File: src/rtl/cache_pkg.sv
// Shared types and derived widths for the set-associative cache controller.
// The default-geometry constants match the 6/8/3/2 build.
package cache_pkg;

   typedef enum logic [2:0] {
      IDLE,
      LOOKUP,
      WB,
      REFILL,
      INSTALL,
      RESP
   } state_t;

   // A single way still needs a one-bit age/way index.
   function automatic int age_width(input int ways);
      return (ways > 1) ? $clog2(ways) : 1;
   endfunction

   function automatic int tag_width(input int addr_w, input int set_bits);
      return addr_w - set_bits;
   endfunction

   localparam int DEF_ADDR_W   = 6;
   localparam int DEF_SET_BITS = 3;
   localparam int DEF_WAYS     = 2;
   localparam int TAG_W        = tag_width(DEF_ADDR_W, DEF_SET_BITS);
   localparam int AGE_W        = age_width(DEF_WAYS);

   typedef struct packed {
      logic valid;
      logic dirty;
   } line_flags_t;

endpackage

File: src/rtl/cache_lru.sv
// Combinational true-LRU helper: picks a victim way for one set and computes
// that set's ages after the given way is touched.
module cache_lru
   import cache_pkg::*;
#(
   parameter int WAYS  = 2,
   parameter int IDX_W = 1
) (
   input  logic [WAYS-1:0]       valid,
   input  logic [WAYS*IDX_W-1:0] ages,
   input  logic [IDX_W-1:0]      access_way,
   output logic [IDX_W-1:0]      victim,
   output logic [WAYS*IDX_W-1:0] new_ages
);

   logic             found_invalid;
   logic [IDX_W-1:0] access_age;
   logic [IDX_W-1:0] cur_age;

   // Lowest invalid way wins; a full set gives up its oldest way.
   always_comb begin
      victim        = '0;
      found_invalid = 1'b0;
      for (int i = 0; i < WAYS; i++) begin
         if (!valid[i] && !found_invalid) begin
            victim        = IDX_W'(i);
            found_invalid = 1'b1;
         end
      end
      if (!found_invalid) begin
         for (int i = 0; i < WAYS; i++) begin
            if (ages[i*IDX_W +: IDX_W] == IDX_W'(WAYS - 1)) begin
               victim = IDX_W'(i);
            end
         end
      end
   end

   always_comb begin
      new_ages   = ages;
      cur_age    = '0;
      access_age = ages[int'(access_way)*IDX_W +: IDX_W];
      for (int i = 0; i < WAYS; i++) begin
         cur_age = ages[i*IDX_W +: IDX_W];
         if (IDX_W'(i) == access_way) begin
            new_ages[i*IDX_W +: IDX_W] = '0;
         end else if (cur_age < access_age) begin
            new_ages[i*IDX_W +: IDX_W] = cur_age + IDX_W'(1);
         end
      end
   end

endmodule

File: src/rtl/set_assoc_cache.sv
// N-way set-associative write-back/write-allocate cache with true LRU and a
// request/ack memory port. Define CACHE_STATS_EN to add hit/miss counters.
module set_assoc_cache
   import cache_pkg::*;
#(
   parameter int ADDR_W   = 6,
   parameter int DATA_W   = 8,
   parameter int SET_BITS = 3,
   parameter int WAYS     = 2
) (
   input  logic              Clk,
   input  logic              Reset,
   input  logic              cpu_req,
   input  logic              cpu_rwb,
   input  logic [ADDR_W-1:0] cpu_addr,
   input  logic [DATA_W-1:0] cpu_wdata,
   output logic              cpu_ready,
   output logic              cpu_done,
   output logic [DATA_W-1:0] cpu_rdata,
   output logic              cpu_hit,
   output logic              mem_req,
   output logic              mem_we,
   output logic [ADDR_W-1:0] mem_addr,
   output logic [DATA_W-1:0] mem_wdata,
   input  logic              mem_ack,
   input  logic [DATA_W-1:0] mem_rdata
`ifdef CACHE_STATS_EN
   ,
   output logic [15:0]       hit_count,
   output logic [15:0]       miss_count
`endif
);

   localparam int SETS       = 1 << SET_BITS;
   localparam int LINE_TAG_W = tag_width(ADDR_W, SET_BITS);
   localparam int LINE_AGE_W = age_width(WAYS);

   state_t                state_q, state_d;
   logic                  req_rwb_q, req_rwb_d;
   logic [ADDR_W-1:0]     req_addr_q, req_addr_d;
   logic [DATA_W-1:0]     req_wdata_q, req_wdata_d;
   logic [LINE_AGE_W-1:0] way_q, way_d;
   logic                  hit_q, hit_d;
   logic [DATA_W-1:0]     rdata_q, rdata_d;
   logic [DATA_W-1:0]     fill_q, fill_d;
   logic                  mem_req_q, mem_req_d;
   logic                  mem_we_q, mem_we_d;
   logic [ADDR_W-1:0]     mem_addr_q, mem_addr_d;
   logic [DATA_W-1:0]     mem_wdata_q, mem_wdata_d;

   line_flags_t           flags_q [SETS][WAYS];
   line_flags_t           flags_d [SETS][WAYS];
   logic [LINE_TAG_W-1:0] tags_q  [SETS][WAYS];
   logic [LINE_TAG_W-1:0] tags_d  [SETS][WAYS];
   logic [DATA_W-1:0]     data_q  [SETS][WAYS];
   logic [DATA_W-1:0]     data_d  [SETS][WAYS];
   logic [LINE_AGE_W-1:0] ages_q  [SETS][WAYS];
   logic [LINE_AGE_W-1:0] ages_d  [SETS][WAYS];

   logic [SET_BITS-1:0]        set_idx;
   logic [LINE_TAG_W-1:0]      req_tag;
   logic                       lookup_hit;
   logic [LINE_AGE_W-1:0]      hit_way;
   logic [LINE_AGE_W-1:0]      lru_access;
   logic [LINE_AGE_W-1:0]      lru_victim;
   logic [WAYS-1:0]            set_valid;
   logic [WAYS*LINE_AGE_W-1:0] set_ages;
   logic [WAYS*LINE_AGE_W-1:0] new_ages;

   assign set_idx    = req_addr_q[SET_BITS-1:0];
   assign req_tag    = req_addr_q[ADDR_W-1:SET_BITS];
   assign lru_access = (state_q == LOOKUP) ? hit_way : way_q;

   always_comb begin
      lookup_hit = 1'b0;
      hit_way    = '0;
      set_valid  = '0;
      set_ages   = '0;
      for (int w = 0; w < WAYS; w++) begin
         set_valid[w]                           = flags_q[set_idx][w].valid;
         set_ages[w*LINE_AGE_W +: LINE_AGE_W]   = ages_q[set_idx][w];
         if (flags_q[set_idx][w].valid && (tags_q[set_idx][w] == req_tag)) begin
            lookup_hit = 1'b1;
            hit_way    = LINE_AGE_W'(w);
         end
      end
   end

   cache_lru #(
      .WAYS (WAYS),
      .IDX_W(LINE_AGE_W)
   ) u_lru (
      .valid     (set_valid),
      .ages      (set_ages),
      .access_way(lru_access),
      .victim    (lru_victim),
      .new_ages  (new_ages)
   );

   // Memory outputs are computed one state ahead so they come straight from flops.
   always_comb begin
      state_d     = state_q;
      req_rwb_d   = req_rwb_q;
      req_addr_d  = req_addr_q;
      req_wdata_d = req_wdata_q;
      way_d       = way_q;
      hit_d       = hit_q;
      rdata_d     = rdata_q;
      fill_d      = fill_q;
      mem_req_d   = mem_req_q;
      mem_we_d    = mem_we_q;
      mem_addr_d  = mem_addr_q;
      mem_wdata_d = mem_wdata_q;
      flags_d     = flags_q;
      tags_d      = tags_q;
      data_d      = data_q;
      ages_d      = ages_q;

      case (state_q)
         IDLE: begin
            if (cpu_req) begin
               req_rwb_d   = cpu_rwb;
               req_addr_d  = cpu_addr;
               req_wdata_d = cpu_wdata;
               state_d     = LOOKUP;
            end
         end
         LOOKUP: begin
            hit_d = lookup_hit;
            if (lookup_hit) begin
               way_d = hit_way;
               if (req_rwb_q) begin
                  data_d[set_idx][hit_way]        = req_wdata_q;
                  flags_d[set_idx][hit_way].dirty = 1'b1;
                  rdata_d                         = req_wdata_q;
               end else begin
                  rdata_d = data_q[set_idx][hit_way];
               end
               for (int w = 0; w < WAYS; w++) begin
                  ages_d[set_idx][w] = new_ages[w*LINE_AGE_W +: LINE_AGE_W];
               end
               state_d = RESP;
            end else begin
               way_d = lru_victim;
               if (flags_q[set_idx][lru_victim].valid && flags_q[set_idx][lru_victim].dirty) begin
                  mem_req_d   = 1'b1;
                  mem_we_d    = 1'b1;
                  mem_addr_d  = {tags_q[set_idx][lru_victim], set_idx};
                  mem_wdata_d = data_q[set_idx][lru_victim];
                  state_d     = WB;
               end else if (req_rwb_q) begin
                  state_d = INSTALL;
               end else begin
                  mem_req_d  = 1'b1;
                  mem_we_d   = 1'b0;
                  mem_addr_d = req_addr_q;
                  state_d    = REFILL;
               end
            end
         end
         WB: begin
            if (mem_req_q && mem_ack) begin
               mem_req_d = 1'b0;
               mem_we_d  = 1'b0;
               state_d   = req_rwb_q ? INSTALL : REFILL;
            end
         end
         REFILL: begin
            // Coming from WB, the request drops for a cycle before the refill starts.
            if (!mem_req_q) begin
               mem_req_d  = 1'b1;
               mem_we_d   = 1'b0;
               mem_addr_d = req_addr_q;
            end else if (mem_ack) begin
               fill_d    = mem_rdata;
               mem_req_d = 1'b0;
               state_d   = INSTALL;
            end
         end
         INSTALL: begin
            flags_d[set_idx][way_q].valid = 1'b1;
            flags_d[set_idx][way_q].dirty = req_rwb_q;
            tags_d[set_idx][way_q]        = req_tag;
            data_d[set_idx][way_q]        = req_rwb_q ? req_wdata_q : fill_q;
            rdata_d                       = req_rwb_q ? req_wdata_q : fill_q;
            for (int w = 0; w < WAYS; w++) begin
               ages_d[set_idx][w] = new_ages[w*LINE_AGE_W +: LINE_AGE_W];
            end
            state_d = RESP;
         end
         RESP: begin
            state_d = IDLE;
         end
         default: begin
            state_d = IDLE;
         end
      endcase
   end

   always_ff @(posedge Clk) begin
      if (Reset) begin
         state_q     <= IDLE;
         req_rwb_q   <= 1'b0;
         req_addr_q  <= '0;
         req_wdata_q <= '0;
         way_q       <= '0;
         hit_q       <= 1'b0;
         rdata_q     <= '0;
         fill_q      <= '0;
         mem_req_q   <= 1'b0;
         mem_we_q    <= 1'b0;
         mem_addr_q  <= '0;
         mem_wdata_q <= '0;
         for (int s = 0; s < SETS; s++) begin
            for (int w = 0; w < WAYS; w++) begin
               flags_q[s][w] <= '0;
               tags_q[s][w]  <= '0;
               data_q[s][w]  <= '0;
               ages_q[s][w]  <= LINE_AGE_W'(w);
            end
         end
      end else begin
         state_q     <= state_d;
         req_rwb_q   <= req_rwb_d;
         req_addr_q  <= req_addr_d;
         req_wdata_q <= req_wdata_d;
         way_q       <= way_d;
         hit_q       <= hit_d;
         rdata_q     <= rdata_d;
         fill_q      <= fill_d;
         mem_req_q   <= mem_req_d;
         mem_we_q    <= mem_we_d;
         mem_addr_q  <= mem_addr_d;
         mem_wdata_q <= mem_wdata_d;
         flags_q     <= flags_d;
         tags_q      <= tags_d;
         data_q      <= data_d;
         ages_q      <= ages_d;
      end
   end

   assign cpu_ready = (state_q == IDLE);
   assign cpu_done  = (state_q == RESP);
   assign cpu_hit   = (state_q == RESP) && hit_q;
   assign cpu_rdata = rdata_q;
   assign mem_req   = mem_req_q;
   assign mem_we    = mem_we_q;
   assign mem_addr  = mem_addr_q;
   assign mem_wdata = mem_wdata_q;

`ifdef CACHE_STATS_EN
   logic [15:0] hit_cnt_q, hit_cnt_d;
   logic [15:0] miss_cnt_q, miss_cnt_d;

   always_comb begin
      hit_cnt_d  = hit_cnt_q;
      miss_cnt_d = miss_cnt_q;
      if (state_q == LOOKUP) begin
         if (lookup_hit && (hit_cnt_q != 16'hFFFF)) begin
            hit_cnt_d = hit_cnt_q + 16'd1;
         end
         if (!lookup_hit && (miss_cnt_q != 16'hFFFF)) begin
            miss_cnt_d = miss_cnt_q + 16'd1;
         end
      end
   end

   always_ff @(posedge Clk) begin
      if (Reset) begin
         hit_cnt_q  <= '0;
         miss_cnt_q <= '0;
      end else begin
         hit_cnt_q  <= hit_cnt_d;
         miss_cnt_q <= miss_cnt_d;
      end
   end

   assign hit_count  = hit_cnt_q;
   assign miss_count = miss_cnt_q;
`endif

endmodule

File: config.mk
export PLATFORM = sky130hd
export DESIGN_NAME = set_assoc_cache
export DESIGN_NICKNAME = d
export VERILOG_FILES = /design/src/rtl/cache_pkg.sv /design/src/rtl/cache_lru.sv /design/src/rtl/set_assoc_cache.sv
export SDC_FILE = /design/constraint.sdc
export NUM_CORES = 1
export LEC_CHECK = 0
export CORE_MARGIN = 2
export CORE_UTILIZATION = 40
export CTS_CLUSTER_SIZE = 8
export DETAILED_ROUTE_END_ITERATION = 10
export PLACE_DENSITY_LB_ADDON = 0.1
export REMOVE_ABC_BUFFERS = 1
export SETUP_SLACK_MARGIN = 0.2
export SLEW_MARGIN = 20
export SYNTH_ARGS = -nofsm -noshare
export SYNTH_HDL_FRONTEND = slang
export SYNTH_HIERARCHICAL = 1
export SYNTH_SLANG_ARGS = --single-unit
File: constraint.sdc
create_clock -name Clk -period 7.1 [get_ports Clk]
set_clock_uncertainty 0.2 [all_clocks]
set_input_delay 1.42 -clock Clk [delete_from_list [all_inputs] [get_ports Clk]]
set_output_delay 1.42 -clock Clk [all_outputs]
set_load 0.01 [all_outputs]
==> run summary, run 1 <==
Crit path top cell by count: buf_4
CP Class: reg -> reg
beginning of the worst hold path: mem_wdata[7]
largest net degree at the start of global routing: 247
Cells after Synth: 1747
Area growth syn-to-layout: 12.3%
first-pass GRT wire length: 80900 µm
fin. max-slew vios: 0
leakage power: 5.05 nW
combinational power share: 20.0%
placed cells: 2099
sequential area share after synthesis: 38.7%
dpl hpwl: 33500 µm
Slew @ Worst Pin: 1170 ps
status: finished clean
Congestion Overflow GR: 0
RSZ-0062 raised after global routing: no
DRC viols: 0
Yosys top cell area share: 38.7%
r2r worst-path depth: 10
CP cell instances: buf_4 -> nor2b_1 -> a22oi_1 -> and3_1 -> o211a_2 -> a21oi_4 -> buf_4 -> a21o_1 -> and2_1 -> mux2_1
CTS resizes: 0
CP Launch Type: register
WL/cell: 25.1 µm
Sw Share: 32.8%
CP Capture Type: register
worst path bufs/invs: 2
reg2reg end: data_q[127]
Max VDD drop: 0.222 mV
Critical Path Max Stage Delay: 860 ps
Reg2Reg Setup Slack: 1980 ps
Tcrit/Tclk final: 72.1%
worst r2r src: req_addr_q[2]
antenna cells: 0
Post-Layout Cell Count: 2145
clk buf depth: 3
Crit-path slowest cell: dfxtp_2
final worst slack: 1980 ps
Detailed Routing Iterations Pass 1: 6
routability cong.: 0.875
via/cell ratio: 6.39
Yosys top cell by area: dfxtp_1
Hold WS: 250 ps
max-cap violations: 0
Fin. Hold Viols: 0
TNS Setup: 0 ps
Seq pwr share: 39.4%
fin nets: 1707
Die Ht: 193 µm
Synth area leaders: dfxtp_1, a21oi_1, a32oi_1
Root Driver: clkbuf_16
crit-path leading delay family: compound AO/OA/AOI/OAI gates
Netlist Area Pre-Place: 0.0143 mm²
total core area: 0.0354 mm²
CTS buffer count: 40
Final Setup Violations: 0
Total GRT Usage: 28.7%
Total Die Area: 0.0373 mm²
Seq cells post-synth: 276
Initial DRC Count: 1424
unique cell type count in the Yosys netlist: 65
Slew HR: 22.1%
Clk pwr share: 40.6%
PortBufs: 53
Worst Hold End: mem_wdata[7]
vias: 13700
die width: 193 µm
most common library cells after synthesis: dfxtp_1, a21oi_1, clkbuf_1, nand2_1, nor2_1
Initial Utilization: 40.4%
share of post-route cells with drive strength above 1: 9.14%
top-count cell post-synth: dfxtp_1
Setup Buffers After CTS: 0
Crit path required time: 7330 ps
internal power: 0.00286 W
syn_area_per_cell: 8.18 µm²
crit path time final: 5120 ps
CTS sink cnt: 276
Worst Path Max Fanout: 40
WL final: 53900 µm
Hold Path Class: reg -> reg
Synthesis Warnings: 6
PD cells: 265 mW/mm²
initial antenna violation count: 1
vias in the first global route: 12600
I/O pin cnt: 54
Post-synth EDFFs: 0
Net Sw Power: 0.00140 W
asr flop ratio synth: 0%
highest clock rate: 195 MHz
Hold Crit Depth: 2
total power: 0.00425 W
Final ANT Viol Nets: 0
main flop type after synthesis: dfxtp_1
Rows: 69
clock-pin slew on the worst setup and hold paths: 50 ps
Clk Latency, worst-skew pair: 550 ps
dpl ws: 2150 ps
critical path arrival: 5350 ps
H-tree levels: 2
CTS tree: yes
CTS Hold Bufs: 0
[worst max-delay path by stage]
stage                   from           to  slack (ps)  cells past startpoint
2_1_floorplan  req_addr_q[2]  data_q[101]       -4200                      8
3_3_place_gp   req_addr_q[2]  data_q[127]        2220                     10
3_5_place_dp   req_addr_q[2]  data_q[127]        2150                     10
4_1_cts        req_addr_q[2]  data_q[127]        2110                     10
5_1_grt        req_addr_q[2]  data_q[127]        1750                     10
6_report       req_addr_q[2]  data_q[127]        1980                     10
[flip-flops by register name, indices dropped and copies added, names as in the netlist, 3 cells and up]
signal	count
data_q	128
cpu_rdata	8
mem_wdata	8
state_q	3
mem_addr	6
req_wdata_q	8
flags_q	32
tags_q	48
req_addr_q	6
fill_q	8
ages_q	16
[per-layer routing]
metal / share of wire, % / GRT usage, % / vias up
met2: 44 / 44.7 / 641
met3: 8.7 / 5.16 / 114
met5: 0 / 0 / -
met4: 3.5 / 11.1 / 0
li1: - / - / 6316
met1: 43 / 39.6 / 6638
[cell usage in the layout, fill, tap and decap left out, drive strengths merged, types with 36 or more instances in the layout]
cell / count
a21oi: 236
a22oi: 36
a32oi: 111
buf: 45
clkbuf: 45
clkdlybuf4s50: 52
dfxtp: 276
mux2i: 80
nand2: 147
nor2: 130
o21ai: 138
or3: 117
[tightest hold or removal path, stage by stage, from the launching register on]
cell and delay (ps):
dfxtp_1 300, nand2_1 50, a21oi_1 50
[cell families (layout without fill, tap and decap cells)]
logic type,after synthesis,in the layout,synth area share [%]
buffers and inverters,214,151,6.29
and+or+nand+nor,510,510,17.2
DFF,276,276,38.7
AOI/OAI and AO/OA,637,637,28.7
muxes,105,105,8.84
xor gates and xnor gates,5,5,0.359
[final cells by class]
type / instances / area (µm²)
fillers: 3560 / 19300
multi-input cells: 1257 / 7960
flip-flops and latches: 276 / 5530
clock buffers: 44 / 1050
repair buffers: 98 / 897
well taps: 461 / 577
inverters: 7 / 26.3
clock inverters: 2 / 17.5
[stage by stage]
stage,instance area [µm²],utilization (%)
2_1_floorplan,13400,-
3_3_place_gp,15000,42.3
3_5_place_dp,15000,42.3
4_1_cts,16100,45.4
5_1_grt,16100,45.4
6_report,16100,45.4
[power by group through the flow]
stage	registers [W]	clock network, W	logic (W)
after CTS	0.00167	0.00175	0.000838
after global routing	0.00168	0.00181	0.000907
after detailed placement	0.00171	0	0.000835
after global placement	0.00170	0	0.000834
final	0.00168	0.00172	0.000852
after floorplan	0.00172	0	0.000404
Note: power is estimated with default switching activity, not from simulation.
==> run 2, diff against run 1 <==
==> constraint.sdc (replaced) <==
create_clock -name Clk -period 4.7 [get_ports Clk]
set_clock_uncertainty 0.2 [all_clocks]
set_input_delay 0.94 -clock Clk [delete_from_list [all_inputs] [get_ports Clk]]
set_output_delay 0.94 -clock Clk [all_outputs]
set_load 0.01 [all_outputs]
==> run 2 against run 1 <==
Net effect:
- non-clock buffer count is 33 higher
- global-route usage rose by 0.87 points
- power up 52%
- via count increased by 2.4%
- critical path depth did not move
- register-to-register slack lost 1400 ps
- sequential share of layout area decreased by 0.51 points
- first-iteration DRC count grew 5.5%
==> run summary, run 2 (same netlist as run 1, synthesis figures left out) <==
initial antenna violation count: 0 (-1)
Worst Hold End: mem_wdata[3]
CTS tree: yes
Tcrit/Tclk final: 88.5% (+16 points)
via/cell ratio: 6.44 (+0.83%)
Worst Path Max Fanout: 123 (+210%)
CP Launch Type: register
routability cong.: 0.895 (+2.4%)
reg2reg end: data_q[71]
CTS sink cnt: 276 (unchanged)
crit-path leading delay family: compound AO/OA/AOI/OAI gates
Most flops, register: data_q
Total Die Area: 0.0373 mm² (unchanged)
Root Driver: clkbuf_16
Fin. Hold Viols: 0 (unchanged)
Critical Path Max Stage Delay: 760 ps (-100 ps)
Hold Crit Depth: 2 (unchanged)
WL final: 55000 µm (+1.9%)
PortBufs: 53 (unchanged)
Detailed Routing Iterations Pass 1: 7 (+1)
Clk Latency, worst-skew pair: 570 ps (+20 ps)
Top Registers: data_q (128), tags_q (48), flags_q (32)
share of post-route cells with drive strength above 1: 10.4% (+1.2 points)
DRC viols: 0 (unchanged)
Reg2Reg Setup Slack: 540 ps (-1440 ps)
Final Setup Violations: 0 (unchanged)
Largest register FFs: 128 (unchanged)
CP Capture Type: register
Initial DRC Count: 1502 (+5.5%)
Die Ht: 193 µm (unchanged)
fin nets: 1740 (+1.9%)
Slew @ Worst Pin: 1000 ps (-168 ps)
dpl hpwl: 35100 µm (+4.6%)
Area growth syn-to-layout: 14.0%
clock-pin slew on the worst setup and hold paths: 50 ps (about the same)
Initial Utilization: 40.4% (unchanged)
H-tree levels: 2 (unchanged)
clk buf depth: 3 (unchanged)
critical path depth in cells: 10 (unchanged)
PD cells: 398 mW/mm² (+50%)
Hold WS: 249 ps (-1.10 ps)
vias in the first global route: 13000 (+3.5%)
first-pass GRT wire length: 83500 µm (+3.1%)
WL/cell: 25.2 µm (+0.35%)
beginning of the worst hold path: mem_wdata[3]
TNS Setup: 0 ps (unchanged)
Rows: 69 (unchanged)
fin. max-slew vios: 0 (unchanged)
crit path time final: 4160 ps (-955 ps)
RSZ-0062 raised after global routing: no
CP cell instances: buf_4 -> nor2b_1 -> a22oi_1 -> a21oi_1 -> o211ai_2 -> o22ai_2 -> a31oi_4 -> buf_12 -> or3_1 -> a21oi_1
vias: 14000 (+2.4%)
leakage power: 5.22 nW (+3.4%)
commonest non-fill, non-tap cell in the layout: dfxtp_1
Final ANT Viol Nets: 0 (unchanged)
worst r2r src: req_addr_q[2]
total core area: 0.0354 mm² (unchanged)
Final Instance Area: 0.0163 mm² (+1.5%)
Congestion Overflow GR: 0 (unchanged)
Setup Buffers After CTS: 0 (unchanged)
highest clock rate: 240 MHz (+23%)
CTS buffer count: 40 (unchanged)
die width: 193 µm (unchanged)
CTS Hold Bufs: 0 (unchanged)
Hold Path Class: reg -> reg
most frequent cells in the layout: dfxtp_1, a21oi_1, nand2_1, nor2_1, or3_1
Crit path top cell by count: a21oi_1
CP Class: reg -> reg
worst path bufs/invs: 2 (unchanged)
Cell Area, Placed: 0.0152 mm² (+1.6%)
Max VDD drop: 0.308 mV (+39%)
max-cap violations: 0 (unchanged)
Crit-path slowest cell: dfxtp_2
largest net degree at the start of global routing: 133 (-46%)
r2r worst-path depth: 10 (unchanged)
critical path arrival: 4430 ps (-920 ps)
status: finished clean
Total GRT Usage: 29.6% (+0.87 points)
Slew HR: 33.3% (+11 points)
I/O pin cnt: 54 (unchanged)
Crit path required time: 4970 ps (-2360 ps)
==> run 2: changes by cell type in the layout (fill, tap and decap cells not counted) <==
| cell | before | now |
|---|---|---|
| nor2_2 | 2 | 3 |
| buf_4 | 43 | 73 |
| clkbuf_1 | 2 | 1 |
| nor2b_1 | 11 | 10 |
| clkbuf_8 | 2 | 1 |
| nor2b_2 | 0 | 1 |
| clkinv_2 | 0 | 1 |
| nor2_1 | 128 | 127 |
| a21oi_1 | 218 | 229 |
| a21oi_2 | 17 | 6 |
| diode_2 | 0 | 2 |
| buf_12 | 2 | 5 |
==> run 2: layout make-up <==
type | count | area (µm²)
antenna | 2 | 5.00
clock buffer | 42 | 1030
clock inverter | 3 | 22.5
fill | 3474 | 19100
inverter | 7 | 26.3
multi-input combinational | 1257 | 7930
sequential | 276 | 5530
tap | 461 | 577
timing repair buffer | 131 | 1180
==> run 2: layer usage <==
| metal | vias to the layer above | part of all wire, % | GRT usage, % |
|---|---|---|---|
| met4 | 0 | 4.0 | 12.3 |
| li1 | 6396 | - | - |
| met2 | 712 | 44 | 45.0 |
| met3 | 143 | 8.6 | 6.12 |
| met1 | 6791 | 43 | 40.8 |
| met5 | - | 0 | 0 |
==> run 2: report_power, final <==
part / internal (W) / switching [W]
combinational: 0.000395 / 0.00100
sequential: 0.00240 / 0.000101
clock: 0.00153 / 0.00105
==> run 2: through the flow <==
stage	util (%)	cells	power, W	setup WS, ps
floorplan	-	1540	0.00322	-6600
global placement	43.0	2132	0.00391	509
detailed placement	43.0	2132	0.00390	519
CTS	46.0	2177	0.00649	509
global route	46.0	2177	0.00672	409
finish	46.0	2179	0.00648	538
==> run 2: how the worst max path moves through the flow <==
stage	start	to	slack, ps
2_1_floorplan	req_addr_q[2]	data_q[101]	-6600
3_3_place_gp	req_addr_q[1]	data_q[108]	510
3_5_place_dp	req_addr_q[1]	data_q[114]	520
4_1_cts	req_addr_q[1]	data_q[114]	510
5_1_grt	req_addr_q[2]	data_q[48]	410
6_report	req_addr_q[2]	data_q[71]	540
==> run 2: worst register-to-register path: cells and delay by family (launching register included) <==
family / cells / cell delay (ps)
buf+inv: 2 / 570
simple gates: 2 / 1000
compound gates: 6 / 1540
flops: 1 / 760
==> run 2: repair_timing <==
item,CTS,global route
hold endpoints to repair,0,0
setup endpoints to repair,0,1
gates resized for setup,0,1
==> run 3, diff against run 2 <==
--- a/config.mk
+++ b/config.mk
@@ -5,7 +5,7 @@
 export SDC_FILE = /design/constraint.sdc
 export NUM_CORES = 1
 export LEC_CHECK = 0
-export CORE_MARGIN = 2
+export CORE_MARGIN = 8
 export CORE_UTILIZATION = 40
 export CTS_CLUSTER_SIZE = 8
 export DETAILED_ROUTE_END_ITERATION = 10
@@ -17,3 +17,4 @@
 export SYNTH_HDL_FRONTEND = slang
 export SYNTH_HIERARCHICAL = 1
 export SYNTH_SLANG_ARGS = --single-unit
+export TNS_END_PERCENT = 50
==> run 3 against run 2 <==
Net effect:
- die area rose by 13%
- fmax grew 1.7%
- worst hold slack improved by 3.3 ps
- routed wire length down 0.65%
- critical path type unchanged
- critical endpoint is now data_q[49]
==> run summary, run 3 (same netlist as run 1, synthesis figures left out) <==
Critical Path Max Stage Delay: 770 ps (about the same)
total power: 0.00649 W (+0.12%)
vias: 13900 (-0.76%)
clock-pin slew on the worst setup and hold paths: 50 ps (about the same)
CTS sink cnt: 276 (unchanged)
highest clock rate: 244 MHz (+1.7%)
CTS buffer count: 40 (unchanged)
Most flops, register: data_q
routability cong.: 0.842 (-6.0%)
Max VDD drop: 0.362 mV (+18%)
PD cells: 394 mW/mm² (-0.87%)
antenna cells: 0 (-2)
Detailed Routing Iterations Pass 1: 5 (-2)
largest net degree at the start of global routing: 97 (-27%)
RSZ-0062 raised after global routing: no
reg2reg end: data_q[49]
worst r2r src: req_addr_q[2]
critical path arrival: 4330 ps (-100 ps)
share of post-route cells with drive strength above 1: 11.2% (+0.82 points)
Rows: 69 (unchanged)
Initial Utilization: 40.4% (unchanged)
max-cap violations: 0 (unchanged)
CP Class: reg -> reg
Cell Area, Placed: 0.0154 mm² (+1.1%)
Initial DRC Count: 1555 (+3.5%)
Clk Latency, worst-skew pair: 540 ps (-30 ps)
leakage power: 5.32 nW (+1.9%)
Final Instance Area: 0.0165 mm² (+1.0%)
TNS Setup: 0 ps (unchanged)
Crit-path slowest cell: dfxtp_2
Setup Buffers After CTS: 0 (unchanged)
Slew HR: 19.3% (-14 points)
Total Die Area: 0.0420 mm² (+13%)
commonest non-fill, non-tap cell in the layout: dfxtp_1
Total GRT Usage: 25.3% (-4.3 points)
Congestion Overflow GR: 0 (unchanged)
Fin. Hold Viols: 0 (unchanged)
Final Setup Violations: 0 (unchanged)
Worst Path Max Fanout: 96 (-22%)
CTS resizes: 0 (unchanged)
Tcrit/Tclk final: 87.0% (-1.5 points)
beginning of the worst hold path: mem_wdata[7]
status: finished clean
via/cell ratio: 6.35 (-1.5%)
fin nets: 1758 (+1.0%)
CP Capture Type: register
Crit path top cell by count: buf_12
Reg2Reg Setup Slack: 610 ps (+70 ps)
DRC viols: 0 (unchanged)
Hold Path Class: reg -> reg
Slew @ Worst Pin: 1200 ps (+202 ps)
clk buf depth: 3 (unchanged)
Largest register FFs: 128 (unchanged)
Final ANT Viol Nets: 0 (unchanged)
Reg area: 0.00553 mm² (unchanged)
total core area: 0.0354 mm² (unchanged)
final worst slack: 609 ps (+70.4 ps)
crit path time final: 4090 ps (-70.4 ps)
Crit path required time: 4940 ps (-30 ps)
Hold Crit Depth: 2 (unchanged)
vias in the first global route: 13100 (+0.67%)
die width: 205 µm (+6.2%)
r2r worst-path depth: 11 (+1)
Die Ht: 205 µm (+6.2%)
worst path bufs/invs: 3 (+1)
fillers: 3518 (+1.3%)
CTS Hold Bufs: 0 (unchanged)
Root Driver: clkbuf_16
PortBufs: 53 (unchanged)
most frequent cells in the layout: dfxtp_1, a21oi_1, nand2_1, nor2_1, or3_1
dpl ws: 747 ps (+227 ps)
dpl hpwl: 35100 µm (+0.14%)
CP cell instances: buf_4 -> mux4_2 -> mux2i_4 -> xor2_2 -> o211ai_2 -> o22ai_2 -> a31oi_4 -> buf_12 -> buf_12 -> or3_1 -> a21oi_1
H-tree levels: 2 (unchanged)
first-pass GRT wire length: 83600 µm (+0.13%)
multi-input logic area: 0.00792 mm² (about the same)
fin. max-slew vios: 0 (unchanged)
Worst Hold End: mem_wdata[7]
I/O pin cnt: 54 (unchanged)
Hold WS: 253 ps (+3.32 ps)
crit-path leading delay family: compound AO/OA/AOI/OAI gates
WL final: 54600 µm (-0.65%)
Top Registers: data_q (128), tags_q (48), flags_q (32)
CP Launch Type: register
WL/cell: 24.9 µm (-1.4%)
Area growth syn-to-layout: 15.2%
initial antenna violation count: 0 (unchanged)
CTS tree: yes
[run 3: worst reg2reg max path, stage by stage (launching register included)]
cell and delay (ps):
dfxtp_2 770, buf_4 280, mux4_2 340, mux2i_4 250, xor2_2 200, o211ai_2 240
o22ai_2 460, a31oi_4 150, buf_12 220, buf_12 310, or3_1 410, a21oi_1 150
[run 3: area by class of cell]
class	instances	share of cell area (%)
Clock buffer	41	6.10
Sequential cell	276	33.6
Timing Repair Buffer	149	8.23
Clock inverter	4	0.304
Tap cell	461	3.50
Multi-Input combinational cell	1257	48.1
Inverter	7	0.160
[run 3: how the worst max path moves through the flow]
stage / startpoint / end / cells after the start
finish: req_addr_q[2] / data_q[49] / 11
floorplan: req_addr_q[2] / data_q[101] / 8
global placement: req_addr_q[2] / data_q[67] / 11
global route: req_addr_q[2] / data_q[1] / 12
CTS: req_addr_q[2] / data_q[49] / 11
detailed placement: req_addr_q[2] / data_q[99] / 11
[run 3: layer usage]
metal  routed length (µm)  part of all wire, %  GRT usage [%]
met5                    0                    0              0
met4                 1360                  2.5           7.33
met3                 4410                  8.1           4.00
met2                24500                   45           39.3
met1                24300                   45           35.6
[run 3: where the power goes]
part,total (W),leakage [nW],switching [W],internal [W]
Combinational,0.00139,2.58,0.000973,0.000418
Clock,0.00257,0.519,0.00106,0.00151
Sequential,0.00253,2.23,0.000123,0.00240
[run 3: metrics by stage]
| step | utilization [%] | std cells |
|---|---|---|
| 2_1_floorplan | - | 1540 |
| 3_3_place_gp | 43.5 | 2150 |
| 3_5_place_dp | 43.5 | 2150 |
| 4_1_cts | 46.5 | 2195 |
| 5_1_grt | 46.5 | 2195 |
| 6_report | 46.5 | 2195 |
